--- src/rtl/io_bus_pkg.sv ---
// Shared state encoding and constants for the I/O bus cycle master.
package io_bus_pkg;
  localparam int DATA_W          = 8;
  localparam int DEFAULT_TIMEOUT = 64;

  typedef enum logic [1:0] {
    IDLE,
    SETUP,
    STROBE,
    HOLD
  } io_state_t;
endpackage

--- src/rtl/io_timeout_ctr.sv ---
// Strobe-phase watchdog: cleared while in SETUP, counts STROBE cycles, expired is high
// during the TIMEOUT-th strobe cycle. Zero latency on expired; no backpressure.
module io_timeout_ctr
  import io_bus_pkg::*;
#(
  parameter int TIMEOUT = DEFAULT_TIMEOUT
) (
  input  logic clk,
  input  logic rst,
  input  logic clr,
  input  logic en,
  output logic expired
);
  logic [7:0] cnt;

  always_ff @(posedge clk or posedge rst) begin
    if (rst) begin
      cnt <= '0;
    end else if (clr) begin
      cnt <= '0;
    end else if (en && !expired) begin
      cnt <= cnt + 8'd1;
    end
  end

  assign expired = (cnt == 8'(TIMEOUT - 1));
endmodule

--- src/rtl/io_cycle_master.sv ---
// I/O bus cycle initiator: REQ -> SETUP -> STROBE (until IOACK_n or timeout) -> HOLD (DONE/BERR).
// All outputs registered; REQ accepted only in IDLE. IO_TIMEOUT_EN builds the timeout/BERR path.
module io_cycle_master
  import io_bus_pkg::*;
#(
  parameter int ADDR_W  = 15,
  parameter int TIMEOUT = DEFAULT_TIMEOUT
) (
  input  logic              CLK,
  input  logic              RESET,
  input  logic              REQ,
  input  logic              WE,
  input  logic [ADDR_W-1:0] ADDR,
  input  logic [DATA_W-1:0] WDATA,
  output logic [ADDR_W-1:0] MA,
  output logic              CS5,
  output logic              RDIO_n,
  output logic              WRIO_n,
  output logic [DATA_W-1:0] DOUT,
  output logic              DOE,
  input  logic [DATA_W-1:0] DIN,
  input  logic              IOACK_n,
  output logic [DATA_W-1:0] RDATA,
  output logic              BUSY,
  output logic              DONE,
  output logic              BERR
);
  io_state_t state;
  logic      we_q;
  logic      expired;

`ifdef IO_TIMEOUT_EN
  io_timeout_ctr #(
    .TIMEOUT(TIMEOUT)
  ) u_timeout (
    .clk    (CLK),
    .rst    (RESET),
    .clr    (state == SETUP),
    .en     (state == STROBE),
    .expired(expired)
  );
`else
  logic unused_timeout;
  assign unused_timeout = ^TIMEOUT;
  assign expired        = 1'b0;
`endif

  always_ff @(posedge CLK or posedge RESET) begin
    if (RESET) begin
      state  <= IDLE;
      we_q   <= 1'b0;
      MA     <= '0;
      CS5    <= 1'b0;
      RDIO_n <= 1'b1;
      WRIO_n <= 1'b1;
      DOUT   <= '0;
      DOE    <= 1'b0;
      RDATA  <= '0;
      BUSY   <= 1'b0;
      DONE   <= 1'b0;
      BERR   <= 1'b0;
    end else begin
      DONE <= 1'b0;
      BERR <= 1'b0;
      case (state)
        IDLE: begin
          if (REQ) begin
            MA    <= ADDR;
            we_q  <= WE;
            DOUT  <= WDATA;
            CS5   <= 1'b1;
            DOE   <= WE;
            BUSY  <= 1'b1;
            state <= SETUP;
          end
        end
        SETUP: begin
          RDIO_n <= we_q;
          WRIO_n <= !we_q;
          state  <= STROBE;
        end
        STROBE: begin
          // An ack on the expiry edge takes priority over the timeout.
          if (!IOACK_n) begin
            if (!we_q) RDATA <= DIN;
            RDIO_n <= 1'b1;
            WRIO_n <= 1'b1;
            DONE   <= 1'b1;
            state  <= HOLD;
          end else if (expired) begin
            RDIO_n <= 1'b1;
            WRIO_n <= 1'b1;
            DONE   <= 1'b1;
            BERR   <= 1'b1;
            state  <= HOLD;
          end
        end
        HOLD: begin
          CS5   <= 1'b0;
          DOE   <= 1'b0;
          BUSY  <= 1'b0;
          state <= IDLE;
        end
        default: state <= IDLE;
      endcase
    end
  end
endmodule

--- config.mk ---
export PLATFORM = sky130hd
export DESIGN_NAME = io_cycle_master
export DESIGN_NICKNAME = d
export VERILOG_FILES = /design/src/rtl/io_bus_pkg.sv /design/src/rtl/io_timeout_ctr.sv /design/src/rtl/io_cycle_master.sv
export SDC_FILE = /design/constraint.sdc
export NUM_CORES = 1
export LEC_CHECK = 0
export CAP_MARGIN = 5
export CORE_MARGIN = 2
export CORE_UTILIZATION = 37
export CTS_BUF_LIST = sky130_fd_sc_hd__clkbuf_16
export DETAILED_ROUTE_END_ITERATION = 7
export GPL_TIMING_DRIVEN = 0
export PLACE_DENSITY_LB_ADDON = 0.25
export SYNTH_ARGS = -nofsm -noshare
export SYNTH_HDL_FRONTEND = slang
export SYNTH_SLANG_ARGS = --single-unit
--- constraint.sdc ---
create_clock -name CLK -period 1.3 [get_ports CLK]
set_input_delay 0.39 -clock CLK [delete_from_list [all_inputs] [get_ports CLK]]
set_output_delay 0.39 -clock CLK [all_outputs]
set_load 0.02 [all_outputs]
==> key figures <==
Placed design
  – Post-DP HPWL: about 2.7 mm
  – Setup slack at placement: -0.537 ns
  – I/O Buffers: 72
  – Post-place instance area: 0.00252 mm2
  – GPL Wtd Cong: 0.741

Setup path
  – Worst r2r path cells: 5
  – WP data required: 1.46 ns
  – Startpoint types: flop
  – Worst-path maximum fanout: 7
  – CP endpoint kind: flop
  – CP Class: flop to flop
  – WP data arrival: 1.55 ns

Cells and area
  – Layout area overhead: 60.7%
  – Commonest non-fill, non-tap cell in the layout: dfrtp_1
  – Layout cells sized above 1: 0.554
  – Final Cell Area: 0.00271 mm2
  – Post-layout nets: 242
  – # diodes: 0
  – Most frequent cells in the layout: 36 x dfrtp_1, 34 x buf_2, 33 x clkdlybuf4s50_1

Floorplanning
  – IO Pins: 74
  – Die Ht: 71.5 um
  – Starting Density: 0.384
  – Std-Cell Rows: 24
  – Die area: 0.00511 mm2
  – Core box area: 0.00438 mm2
  – Die Wd: between 70 and 80 um

Drt
  – Total Wirelength: 3.88 mm
  – Remaining DRCs: 0
  – Avg WL per Cell: 15.3 um
  – First-pass DRT Iterations: 4
  – Routed via count: ~1.2k
  – Drt initial violations: 42
  – Vias/cell: between 4 and 5
  – Antenna Violating Nets Remaining: 0

Yosys
  – Syn avg cell area: 15.5 um2
  – Synth Cell Area: 0.00169 mm2
  – Synthesized net count: 150
  – Synthesis Warnings: 0
  – Mapped Cells: approximately 110
  – Sequential area share after synthesis: 0.581
  – Register bit total from synthesis: 39
  – Post-synthesis cell type count: 21

Global route
  – Initial antenna violation count: 0
  – First-pass GRT wire length: 6.31 mm
  – Number of global-route vias before repair: between 1k and 1.5k
  – Pin count of the biggest net entering global routing: 40
  – Total GRT Usage: 0.161
  – Grt ovf: 0

Timing
  – Slew @ Worst Pin: ~0.68 ns
  – Final period util: 1.07
  – Period minus WS final: 1.39 ns
  – Worst Setup Slack, final: -0.0923 ns
  – Final Max Slew Viols: 0
  – Hold Vio Cnt, Final: 0
  – Worst slew margin: 0.548
  – Final Skew: 0.00479 ns
  – RSZ-0062 raised after global routing: true
  – Fmax: 718 MHz
  – Setup-failing EPs final: 37

Min path
  – Hold Path Stages: 1
  – Worst min-delay path category: flop to flop

Clock tree
  – Skew-Pair Late Insertion Delay: ~0.28 ns
  – TritonCTS clock tree: yes
  – Number of H-tree levels: 2
  – Hold Buf Count CTS: 0
  – Clock-pin slew on the worst setup and hold paths: 0.06 ns
  – CTS Sinks: 39
  – CTS root buf: clkbuf_16
  – CTS Buf Count: 5
  – CTS Buffer Depth: 2

Run status
  – Failing checks: setup timing
  – Outcome: finished, violations left

Power
  – LEAKAGE: 0.00133 uW
  – Max VDD drop: 0.00130 V
  – Power per cell area: 2620 mW/mm2

Run
  – Max cap viols: 0
[registers in the layout, summed over array words and instances, names as in the netlist]
name    cells
MA         15
DOE         1
we_q        1
RDIO_n      1
DONE        1
BUSY        1
RDATA       8
WRIO_n      1
DOUT        8
state       2
[metal layers]
layer | up-vias | GRT usage | wire length, um
met3 | 9 | 0.0619 | 289
met2 | 44 | 0.256 | 1970
met4 | 0 | 0.0755 | 76
met1 | 585 | 0.192 | 1540
li1 | 552 | - | -
met5 | - | 0 | 0
[kinds of logic (layout without fill, tap and decap cells)]
kind of cell / count (synthesis) / count (layout) / synth area share
AOI/OAI and AO/OA: 8 / 8 / 0.0304
other: 1 / 1 / 0.00223
adders and majority gates: 5 / 5 / 0.0371
and+or+nand+nor: 13 / 13 / 0.0468
DFF: 39 / 39 / 0.581
buffers and inverters: 9 / 102 / 0.0334
muxes: 34 / 34 / 0.269
[what timing repair did]
| action | 4_1_cts | 5_1_grt |
|---|---|---|
| gates cloned | 0 | 2 |
| buffers inserted | 7 | 6 |
| pin swaps | 3 | 2 |
| setup endpoints to repair | 72 | 40 |
| gates resized for setup | 169 | 12 |
[area by class of cell]
class / count / area [um2]
plain buffers: 3 / 47.5
clock buffers: 5 / 125
clock inverters: 3 / 15.0
fillers: 345 / 1680
inverters: 5 / 20.0
multi-input cells: 61 / 744
flip-flops and latches: 39 / 980
well taps: 52 / 65.1
repair buffers: 86 / 712
[worst max-delay path, stage by stage, from the launching register on]
cell and delay, ns:
dfrtp_2 0.44, inv_2 0.09, ha_4 0.18, nand2_8 0.09, clkbuf_16 0.18, mux2_4 0.29
[synth_stat cells]
library cell	number	area, um2
o22a_1	1	8.76
a21oi_2	1	8.76
dfstp_2	2	52.6
conb_1	1	3.75
a2bb2oi_1	1	8.76
buf_4	2	15.0
nand2_1	4	15.0
nand3_1	1	5.00
nand2b_1	2	12.5
ha_1	5	62.6
mux2_4	19	285
nand2_4	1	11.3
nor2b_2	1	8.76
o21ai_0	5	25.0
buf_6	2	22.5
inv_1	5	18.8
mux2_2	15	169
nor2_4	1	11.3
nor2_1	2	7.51
dfrtp_1	37	926
and2b_1	1	7.51
[per-stage QoR]
step / TNS [ns] / hold WS (ns) / utilization / total power, uW / instances
after global placement: -43.98 / 0.490 / 0.574 / 5800 / 233
after global routing: -3.88 / 0.524 / 0.618 / 7500 / 254
after CTS: -2.43 / 0.505 / 0.600 / 6980 / 248
final: -2.42 / 0.500 / 0.618 / 7090 / 254
after floorplan: -1.63 / 0.520 / - / 4390 / 109
after detailed placement: -22.33 / 0.490 / 0.574 / 5940 / 233
[power by group]
| part | switching (uW) | total [uW] | internal (uW) |
|---|---|---|---|
| Combinational | 1710 | 3690 | 1980 |
| Sequential | 380 | 2230 | 1850 |
| Clock | 464 | 1160 | 699 |
| Total | 2550 | 7090 | 4530 |
[path summary, 6_finish.rpt]
kind / slack [ns] / endpoint / start
min in group asynchronous: 0.51 / DOUT[2] / RESET
min reg2reg: 0.50 / DOUT[5] / DOUT[5]
max reg2reg: -0.09 / MA[1] / state[1]
min: 0.50 / DOUT[5] / DOUT[5]
max: -0.09 / MA[1] / state[1]
max in group asynchronous: 0.34 / state[1] / RESET
Power figures use the tool's default switching activity.
